<file path="src/rtl/intel_vvp_remosaic_cpu_regbank_if.sv">
// Avalon-MM agent bundle for the Remosaic CPU register bank.
// The CPU side drives through the master modport and the register bank sits on the slave modport.
interface intel_vvp_remosaic_cpu_regbank_if #(
    parameter int unsigned C_ADDR_WIDTH = 6
);
    logic [C_ADDR_WIDTH-1:0] av_address;
    logic                    av_read;
    logic [31:0]             av_readdata;
    logic                    av_readdatavalid;
    logic                    av_waitrequest;
    logic                    av_write;
    logic [31:0]             av_writedata;
    logic [3:0]              av_byteenable;

    modport master (
        output av_address, av_read, av_write, av_writedata, av_byteenable,
        input  av_readdata, av_readdatavalid, av_waitrequest
    );

    modport slave (
        input  av_address, av_read, av_write, av_writedata, av_byteenable,
        output av_readdata, av_readdatavalid, av_waitrequest
    );
endinterface

</file>
<file path="src/rtl/intel_vvp_remosaic_cpu_regbank.sv">
// Remosaic CPU register bank: shadow configuration registers that are copied
// to the video-facing active set only at a committed frame boundary.
// Optional macro INTEL_VVP_REMOSAIC_REGBANK_IRQ_EN adds the irq output,
// the IRQ_EN register and the STATUS.irq_stat bit.
module intel_vvp_remosaic_cpu_regbank #(
    parameter int unsigned C_CPU_OFFSET = 0,
    parameter int unsigned C_ADDR_WIDTH = 6,
    parameter int unsigned C_NUM_CFG    = 4,
    parameter int unsigned C_CFG_WIDTH  = 8,
    parameter logic [C_NUM_CFG*C_CFG_WIDTH-1:0] C_CFG_RESET = {C_NUM_CFG{8'b00010110}},
    parameter logic [31:0] C_VERSION    = 32'hBEEF_F00D
) (
    input  logic                             main_clock,
    input  logic                             main_reset,
    intel_vvp_remosaic_cpu_regbank_if.slave  av,
    input  logic                             vid_sof,
    output logic                             vid_go,
    output logic [C_NUM_CFG*C_CFG_WIDTH-1:0] vid_cfg,
    output logic                             vid_cfg_update
`ifdef INTEL_VVP_REMOSAIC_REGBANK_IRQ_EN
    ,
    output logic                             irq
`endif
);

    localparam logic [0:0] ST_IDLE    = 1'b0;
    localparam logic [0:0] ST_PENDING = 1'b1;

    // Registered bus inputs
    logic                    rd_q;
    logic                    wr_q;
    logic [C_ADDR_WIDTH-1:0] addr_q;
    logic [31:0]             wdata_q;
    logic [3:0]              be_q;

    // Decode
    logic [31:0]          rel_s;
    logic                 in_map_s;
    logic [C_NUM_CFG-1:0] cfg_hit_s;
    logic [31:0]          cfg_rd_s;
    logic [31:0]          wmask_s;
    logic [31:0]          rdata_s;

    // State
    logic [0:0]                       state_r;
    logic [0:0]                       state_nxt_s;
    logic                             go_r;
    logic                             go_nxt_s;
    logic                             pending_s;
    logic                             ctrl_wr_s;
    logic                             commit_req_s;
    logic                             apply_s;
    logic [C_NUM_CFG*C_CFG_WIDTH-1:0] shadow_r;
    logic [C_NUM_CFG*C_CFG_WIDTH-1:0] active_r;
    logic                             update_r;
    logic [31:0]                      readdata_r;
    logic                             rdvalid_r;
    logic                             waitreq_r;
    logic                             irq_stat_rd_s;
    logic                             irq_en_rd_s;

    // Capture the Avalon request once; all register effects follow one edge later
    always_ff @(posedge main_clock) begin
        if (main_reset) begin
            rd_q    <= 1'b0;
            wr_q    <= 1'b0;
            addr_q  <= '0;
            wdata_q <= 32'h0000_0000;
            be_q    <= 4'b0000;
        end else begin
            rd_q    <= av.av_read;
            wr_q    <= av.av_write;
            addr_q  <= av.av_address;
            wdata_q <= av.av_writedata;
            be_q    <= av.av_byteenable;
        end
    end

    // Address decode relative to the CPU offset, plus byte-lane mask and shadow readback
    always_comb begin
        rel_s    = 32'(addr_q) - C_CPU_OFFSET;
        in_map_s = (32'(addr_q) >= C_CPU_OFFSET);
        wmask_s  = {{8{be_q[3]}}, {8{be_q[2]}}, {8{be_q[1]}}, {8{be_q[0]}}};
        cfg_rd_s = 32'h0000_0000;
        for (int k = 0; k < C_NUM_CFG; k++) begin
            cfg_hit_s[k] = in_map_s && (rel_s == (32'(k) + 32'd4));
            cfg_rd_s     = cfg_rd_s |
                           (cfg_hit_s[k] ? 32'(shadow_r[k*C_CFG_WIDTH +: C_CFG_WIDTH]) : 32'h0000_0000);
        end
    end

    // Read data multiplexer; unmapped words return a fixed marker
    always_comb begin
        if (!in_map_s) begin
            rdata_s = 32'h1234_ABCD;
        end else begin
            case (rel_s)
                32'd0:   rdata_s = C_VERSION;
                32'd1:   rdata_s = {30'd0, pending_s, go_r};
                32'd2:   rdata_s = {29'd0, irq_stat_rd_s, pending_s, go_r};
                32'd3:   rdata_s = {31'd0, irq_en_rd_s};
                default: rdata_s = (|cfg_hit_s) ? cfg_rd_s : 32'h1234_ABCD;
            endcase
        end
    end

    // Commit state machine: decides when the shadow set is copied to the active set
    always_comb begin
        pending_s    = (state_r == ST_PENDING);
        ctrl_wr_s    = wr_q && in_map_s && (rel_s == 32'd1) && be_q[0];
        go_nxt_s     = ctrl_wr_s ? wdata_q[0] : go_r;
        commit_req_s = ctrl_wr_s && wdata_q[1];
        apply_s      = 1'b0;
        state_nxt_s  = state_r;
        case (state_r)
            ST_IDLE: begin
                if (commit_req_s && go_nxt_s) begin
                    state_nxt_s = ST_PENDING;
                end else if (commit_req_s) begin
                    apply_s = 1'b1;
                end else begin
                    state_nxt_s = ST_IDLE;
                end
            end
            ST_PENDING: begin
                // Frame start, or GO being dropped, releases the pending commit
                if (vid_sof || !go_nxt_s) begin
                    apply_s     = 1'b1;
                    state_nxt_s = ST_IDLE;
                end else begin
                    state_nxt_s = ST_PENDING;
                end
            end
            default: begin
                state_nxt_s = ST_IDLE;
            end
        endcase
    end

    // Register file, apply path and Avalon response registers
    always_ff @(posedge main_clock) begin
        if (main_reset) begin
            state_r    <= ST_IDLE;
            go_r       <= 1'b0;
            shadow_r   <= C_CFG_RESET;
            active_r   <= C_CFG_RESET;
            update_r   <= 1'b0;
            readdata_r <= 32'h0000_0000;
            rdvalid_r  <= 1'b0;
            waitreq_r  <= 1'b1;
        end else begin
            state_r   <= state_nxt_s;
            go_r      <= go_nxt_s;
            update_r  <= apply_s;
            rdvalid_r <= rd_q;
            waitreq_r <= 1'b0;
            if (rd_q) begin
                readdata_r <= rdata_s;
            end
            // Active takes the shadow value as it was before any write on this edge
            if (apply_s) begin
                active_r <= shadow_r;
            end
            for (int k = 0; k < C_NUM_CFG; k++) begin
                if (wr_q && cfg_hit_s[k]) begin
                    shadow_r[k*C_CFG_WIDTH +: C_CFG_WIDTH] <= C_CFG_WIDTH'(
                        (32'(shadow_r[k*C_CFG_WIDTH +: C_CFG_WIDTH]) & ~wmask_s) |
                        (wdata_q & wmask_s));
                end
            end
        end
    end

`ifdef INTEL_VVP_REMOSAIC_REGBANK_IRQ_EN
    logic irq_stat_r;
    logic irq_en_r;
    logic irq_r;
    logic irq_set_s;
    logic irq_clr_s;
    logic irq_stat_nxt_s;
    logic irq_en_nxt_s;

    // Frame-boundary interrupt status (set wins over W1C) and enable
    always_comb begin
        irq_set_s      = pending_s && vid_sof;
        irq_clr_s      = wr_q && in_map_s && (rel_s == 32'd2) && be_q[0] && wdata_q[2];
        irq_stat_nxt_s = irq_set_s || (irq_stat_r && !irq_clr_s);
        irq_en_nxt_s   = (wr_q && in_map_s && (rel_s == 32'd3) && be_q[0]) ? wdata_q[0] : irq_en_r;
    end

    // Interrupt registers; irq tracks the status and enable values being loaded
    always_ff @(posedge main_clock) begin
        if (main_reset) begin
            irq_stat_r <= 1'b0;
            irq_en_r   <= 1'b0;
            irq_r      <= 1'b0;
        end else begin
            irq_stat_r <= irq_stat_nxt_s;
            irq_en_r   <= irq_en_nxt_s;
            irq_r      <= irq_stat_nxt_s && irq_en_nxt_s;
        end
    end

    assign irq           = irq_r;
    assign irq_stat_rd_s = irq_stat_r;
    assign irq_en_rd_s   = irq_en_r;
`else
    assign irq_stat_rd_s = 1'b0;
    assign irq_en_rd_s   = 1'b0;
`endif

    assign av.av_readdata      = readdata_r;
    assign av.av_readdatavalid = rdvalid_r;
    assign av.av_waitrequest   = waitreq_r;
    assign vid_go              = go_r;
    assign vid_cfg             = active_r;
    assign vid_cfg_update      = update_r;

endmodule
</file>
<file path="src/flat_wrapper.sv">
// flat-port wrapper written by rule: the top's interface ports become plain ports
module intel_vvp_remosaic_cpu_regbank_flat 
#(
    parameter int unsigned C_CPU_OFFSET = 0,
    parameter int unsigned C_ADDR_WIDTH = 6,
    parameter int unsigned C_NUM_CFG    = 4,
    parameter int unsigned C_CFG_WIDTH  = 8,
    parameter logic [C_NUM_CFG*C_CFG_WIDTH-1:0] C_CFG_RESET = {C_NUM_CFG{8'b00010110}},
    parameter logic [31:0] C_VERSION    = 32'hBEEF_F00D
)
  (main_clock, main_reset, vid_sof, vid_go, vid_cfg, vid_cfg_update, av_av_address, av_av_read, av_av_write, av_av_writedata, av_av_byteenable, av_av_readdata, av_av_readdatavalid, av_av_waitrequest);
  intel_vvp_remosaic_cpu_regbank_if #(.C_ADDR_WIDTH(C_ADDR_WIDTH)) av_i ();
  input  logic main_clock;
  input  logic main_reset;
  input  logic vid_sof;
  output logic vid_go;
  output logic [C_NUM_CFG*C_CFG_WIDTH-1:0] vid_cfg;
  output logic vid_cfg_update;
  input wire logic [$bits(av_i.av_address)-1:0] av_av_address;
  input wire logic [$bits(av_i.av_read)-1:0] av_av_read;
  input wire logic [$bits(av_i.av_write)-1:0] av_av_write;
  input wire logic [$bits(av_i.av_writedata)-1:0] av_av_writedata;
  input wire logic [$bits(av_i.av_byteenable)-1:0] av_av_byteenable;
  output wire logic [$bits(av_i.av_readdata)-1:0] av_av_readdata;
  output wire logic [$bits(av_i.av_readdatavalid)-1:0] av_av_readdatavalid;
  output wire logic [$bits(av_i.av_waitrequest)-1:0] av_av_waitrequest;
  assign av_i.av_address = av_av_address;
  assign av_i.av_read = av_av_read;
  assign av_i.av_write = av_av_write;
  assign av_i.av_writedata = av_av_writedata;
  assign av_i.av_byteenable = av_av_byteenable;
  assign av_av_readdata = av_i.av_readdata;
  assign av_av_readdatavalid = av_i.av_readdatavalid;
  assign av_av_waitrequest = av_i.av_waitrequest;
  intel_vvp_remosaic_cpu_regbank #(.C_CPU_OFFSET(C_CPU_OFFSET), .C_ADDR_WIDTH(C_ADDR_WIDTH), .C_NUM_CFG(C_NUM_CFG), .C_CFG_WIDTH(C_CFG_WIDTH), .C_CFG_RESET(C_CFG_RESET), .C_VERSION(C_VERSION)) u_core (.main_clock(main_clock), .main_reset(main_reset), .av(av_i), .vid_sof(vid_sof), .vid_go(vid_go), .vid_cfg(vid_cfg), .vid_cfg_update(vid_cfg_update));
endmodule
</file>
<file path="config.mk">
export PLATFORM = sky130hd
export DESIGN_NAME = intel_vvp_remosaic_cpu_regbank_flat
export DESIGN_NICKNAME = d
export VERILOG_FILES = /design/src/rtl/intel_vvp_remosaic_cpu_regbank_if.sv /design/src/rtl/intel_vvp_remosaic_cpu_regbank.sv /design/src/flat_wrapper.sv
export SDC_FILE = /design/constraint.sdc
export NUM_CORES = 1
export LEC_CHECK = 0
export ABC_AREA = 1
export CAP_MARGIN = 20
export CORE_MARGIN = 5
export CORE_UTILIZATION = 49
export CTS_CLUSTER_SIZE = 10
export DETAILED_ROUTE_END_ITERATION = 8
export PLACE_DENSITY = 0.82
export SYNTH_ARGS = -nofsm -noshare
export SYNTH_HDL_FRONTEND = slang
export SYNTH_SLANG_ARGS = --single-unit
</file>
<file path="constraint.sdc">
create_clock -name main_clock -period 3 [get_ports main_clock]
set_input_delay 0.45 -clock main_clock [delete_from_list [all_inputs] [get_ports main_clock]]
set_output_delay 0.45 -clock main_clock [all_outputs]
set_load 0.01 [all_outputs]
</file>
# Word level (Yosys, flattened, before mapping)
# Cells that the tools add are included.
dict set report totals {
  reg_bits 118
  input_bits 47
  out_inout_bits 68
  wordCells 65
}
dict set report op_classes {
  eq_ne 7
  muxes 15
  bitwise 14
  reduce_logical 13
}
# op n
set op_table {}
lappend op_table {{$or A32 B32 Y32} 3}
lappend op_table {{$pmux W32 S3} 1}
lappend op_table {{$and A8 B8 Y8} 5}
lappend op_table {{$logic_not A32 Y1} 1}
lappend op_table {{$mux W32} 1}
lappend op_table {{$mux W8} 4}
lappend op_table {{$or A8 B8 Y8} 4}
lappend op_table {{$eq A6 B3 Y1 const B} 4}
lappend op_table {{$eq A6 B2 Y1 const B} 2}
lappend op_table {{$logic_and A1 B1 Y1} 8}
lappend op_table {{$not A8 Y8} 1}
lappend op_table {{$mux W1} 7}
lappend op_table {{$eq A6 B1 Y1 const B} 1}
lappend op_table {{$pmux W1 S2} 2}
lappend op_table {{$reduce_or A4 Y1} 1}
lappend op_table {{$reduce_or A2 Y1} 1}
lappend op_table {{$logic_not A1 Y1} 1}
lappend op_table {{$logic_or A1 B1 Y1} 1}
lappend op_table {{$not A1 Y1} 1}

# Depth between registers and ports, before layout
dict set report logic_depth {
  ltp_word 8
  depth_mapped 11
  ltp_nobuf 10
}

# Worst setup path before layout
# No wires, ideal clock.
dict set report synth_timing {
  path_type {reg2reg}
  start {register u_core.addr_q[4]}
  end {register u_core.active_r[10], in the netlist u_core.vid_cfg[10]}
  setup_time_ns 0.134
  arrival_ns 1.272
  required_time_ns 2.866
  path_slack_ns 1.594
  stages_incl_launch_ff 12
  n_path_buf 1
  synth_period_minus_slack_ns 1.406
  path_cell_list {dfxtp_1 inv_1 nand2_1 nor2_4 nand2_1 nand2_2 nand2_4 nand2_8 nand2_2 buf_6 nand2_1 nand3_1}
}
dict set report synth_via {
  elab_chain_cells 8
  word_cells_on_any_way 12
  cone_classes {1 x eq/ne; 5 x mux; 6 x reduce/logical}
}
# item line
set synth_lines {}
lappend synth_lines {{start, declared} intel_vvp_remosaic_cpu_regbank.sv:32} ;# logic [C_ADDR_WIDTH-1:0] addr_q;
lappend synth_lines {{start signal, assigned} intel_vvp_remosaic_cpu_regbank.sv:73} ;# addr_q <= av.av_address;
lappend synth_lines {{$eq A6 B1 Y1 *} intel_vvp_remosaic_cpu_regbank.sv:110} ;# ctrl_wr_s = wr_q && in_map_s && (rel_s == 32'd1) && be_q[0];
lappend synth_lines {{$logic_and A1 B1 Y1 * (2 in a row)} intel_vvp_remosaic_cpu_regbank.sv:110}
lappend synth_lines {{$mux W1} intel_vvp_remosaic_cpu_regbank.sv:111} ;# go_nxt_s = ctrl_wr_s ? wdata_q[0] : go_r;
lappend synth_lines {{$logic_not A1 Y1} intel_vvp_remosaic_cpu_regbank.sv:127} ;# if (vid_sof || !go_nxt_s) begin
lappend synth_lines {{$logic_or A1 B1 Y1} intel_vvp_remosaic_cpu_regbank.sv:127}
lappend synth_lines {{$mux W1} intel_vvp_remosaic_cpu_regbank.sv:127}
lappend synth_lines {{$pmux W1 S2 *} intel_vvp_remosaic_cpu_regbank.sv:115} ;# case (state_r)
lappend synth_lines {{end signal, assigned} intel_vvp_remosaic_cpu_regbank.sv:162} ;# active_r <= shadow_r;
lappend synth_lines {{end, declared} intel_vvp_remosaic_cpu_regbank.sv:54} ;# logic [C_NUM_CFG*C_CFG_WIDTH-1:0] active_r;
# Every way passes the cells marked *; elsewhere a longest branch is shown, timed or not.
# A chain may end at the register's enable or synchronous reset.

# Worst setup path in the final report
dict set report layout_timing {
  start {register u_core.addr_q[4]}
  end {register u_core.active_r[31], in the netlist u_core.vid_cfg[31]}
}
# The elaborated chain is that of the path after synthesis.

==> impl_metrics.tcl <==
set metrics [dict create \
    worstHoldPathType "reg -> reg" \
    fin_setup_tns_ns 0 \
    drt-initial-drc-count 181 \
    post_cts_buffers 0 \
    cp.required_ns 3.25 \
    gr-total-overflow 0 \
    grt_usage_pct 19.3 \
    p_comb_share_pct 7.8 \
    critPathKind "reg -> reg" \
    core_area_mm2 0.00813 \
    finalCritPeriodShare_pct 65.3 \
    endpoint "u_core.vid_cfg[31]" \
    hold_buffers 0 \
    synth_mux_area_share_pct 0 \
    yosysWarnings 0 \
    yosysSeqAreaShare_pct 48.1 \
    r2r-end "u_core.vid_cfg[31]" \
    p_sw_share_pct 23.0 \
    dp.cells 683 \
    synthFlopType "dfxtp_1" \
    ant_nets 0 \
    drive_above_1_share_pct 5.73 \
    avgSynthCellArea_um2 7.54 \
    regArea_mm2 0.00194 \
    seqPwrFrac_pct 57.8 \
    fin_nets 636 \
    synthAdderAreaFrac_pct 0 \
    clkPwrFrac_pct 34.4 \
    max_freq_mhz 510 \
    p_int_mw 1.77 \
    wire_per_inst_um 13.5 \
    startpoint_type "flip-flop" \
    dp_hpwl_um 7140 \
    rsz0062_at_grt "no" \
    fillers 746 \
    numClockSinks 97 \
    crit_slowest_cell "nand2_2" \
    cts_max_path_buffers 2 \
    cts_made_buffers 9 \
    power.leakage_nw 2.04 \
    cp_slowest_stage_delay_ns 0.41 \
    synth_top_family_by_area "simple AND/OR/NAND/NOR gates" \
    synth-seq-cells 97 \
    grt_pass1_vias 3267 \
    die_h_um 101 \
    peakVddDrop_uv 222 \
    cts.reportedPaths.clkPinSlew_ns 0.08 \
    tritoncts "done" \
    vias 3490 \
    r2r_slack_ns 1.04 \
    via_per_inst 5.00 \
    grt_max_degree 67 \
    place_congestion 0.852 \
    hold_violations 0 \
    fin_crit_ns 1.96 \
    htreeDepth 3 \
    pin_count 115 \
    fin_worst_skew_ns 0.00526 \
    synth_xor_area_share_pct 0 \
    synth_edf_count 0 \
    status "finished, final reports clean" \
    power.density_mw_per_mm2 469 \
    clock_latency_ns 0.35 \
    path_delay_family "simple AND/OR/NAND/NOR gates" \
    synth_cells 536 \
    synthArstFlopShare_pct 0 \
    wirelength_um 9420 \
    synthSimpleGateAreaFrac_pct 28.0 \
    drv_slew 0 \
    maxCapViolations 0 \
    relSlewSlack_pct 52.5 \
    stdcell_count 698 \
    n_antenna_cell 0 \
    setup_viol 0 \
    power_mw 2.30 \
    worstPathArrival_ns 2.21 \
    cp-end-kind "flip-flop" \
    io_buffers 84 \
    start_util_pct 49.7 \
    cts-root-buf "clkbuf_8" \
    drtPass1Iterations 4 \
    row_count 33 \
    worst-path-buf-inv 2 \
    area_growth_pct 21.5 \
    multiInputGateArea_mm2 0.00156 \
    cts-resized-gates 0 \
    worstPathCellList "inv_1 -> nand2_1 -> nor2_4 -> nand4_1 -> nand2_2 -> buf_4 -> nand3_1 -> nand2_1 -> nor2_1" \
    route.detailed.drc 0 \
    crit_path_start "u_core.addr_q[4]" \
    cpMostUsedCell "nand2_1" \
    floorplan.die_area_mm2 0.0102 \
    tightestPinTransition_ns 0.709 \
    grt_pass1_wl_um 15500 \
    crit_fanout 26 \
    r2r_start "u_core.addr_q[4]" \
    r2r_cells 9 \
    netSwitchingPower_uw 530 \
    synth_compound_area_share_pct 10.4 \
    antenna_found_initial 0 \
    synth_area_mm2 0.00404 \
    die_width_um 101 \
    ys_types 27 \
    cp.depth 9 \
]
[through the flow]
step                      area, um^2  worst slack, ns  util (%)  hold slack, ns
after global placement          4730             1.11      58.2           0.438
after detailed placement        4730             1.05      58.2           0.444
final                           4910             1.04      60.3           0.462
after floorplan                 4050             1.59         -           0.445
after global routing            4910            0.868      60.3           0.489
after CTS                       4910             1.03      60.3           0.466
[worst min-delay path by stage]
stage	startpoint	to	slack, ns	depth (start not counted)
floorplan	flip-flop	flip-flop	0.44	2
finish	u_core.vid_cfg[10]	u_core.vid_cfg[10]	0.46	2
CTS	u_core.vid_cfg[10]	u_core.vid_cfg[10]	0.47	2
detailed placement	u_core.vid_cfg[10]	u_core.vid_cfg[10]	0.44	2
global placement	u_core.vid_cfg[9]	u_core.vid_cfg[9]	0.44	2
global route	u_core.av.av_readdata[7]	u_core.av.av_readdata[7]	0.49	2
[layout make-up]
class / instances / area share (%)
Clock buffer: 12 / 2.75
Clock inverter: 3 / 0.867
Inverter: 60 / 4.59
Multi-Input combinational cell: 333 / 31.8
Sequential cell: 97 / 39.6
Tap cell: 105 / 2.68
Timing Repair Buffer: 88 / 17.7
[layout by cell type, fill, tap and decap left out, types with 2 or more instances in the layout]
cell type,n
nor2_1,55
nand3_1,75
a31oi_1,2
inv_1,58
nand2_2,6
a21oi_1,55
nor2_4,4
nand4_1,4
inv_2,2
clkbuf_1,3
conb_1,3
dfxtp_1,97
o21ai_1,8
o21ai_0,17
clkbuf_8,9
clkdlybuf4s50_1,84
buf_4,4
nand2_1,95
[synth_stat cells (4+ instances only)]
cell	n	area [um^2]
a21oi_1	55	275
buf_2	5	25.0
buf_4	29	218
clkbuf_1	11	41.3
dfxtp_1	97	1940
inv_1	58	218
nand2_1	95	357
nand2_2	6	37.5
nand3_1	75	375
nand4_1	4	25.0
nor2_1	55	206
nor2_4	4	45.0
o21ai_0	17	85.1
o21ai_1	8	40.0
[metal layers]
metal,GRT usage (%),vias to the layer above,wire length [um]
met5,0,-,0
met4,8.39,0,234
met3,3.74,20,565
met2,31.3,93,4450
met1,24.9,1582,4170
li1,-,1795,-
[worst reg2reg max path, cell delays in order, from the launching register on]
cell and delay, ns:
dfxtp_1 0.32, inv_1 0.05, nand2_1 0.18, nor2_4 0.25, nand4_1 0.12, nand2_2 0.41, buf_4 0.31, nand3_1 0.10
nand2_1 0.08, nor2_1 0.04
[power by group through the flow]
stage | clock network [mW] | logic [mW] | registers, mW
finish | 0.793 | 0.181 | 1.33
global route | 0.870 | 0.201 | 1.34
CTS | 0.807 | 0.182 | 1.33
detailed placement | 0 | 0.182 | 1.36
global placement | 0 | 0.179 | 1.36
floorplan | 0 | 0.110 | 1.36
[cell families after synthesis]
logic type / count (synthesis)
other cells: 1
simple gates: 247
compound gates: 83
buf+inv: 108
flops: 97
(Power assumes the default switching activity.)
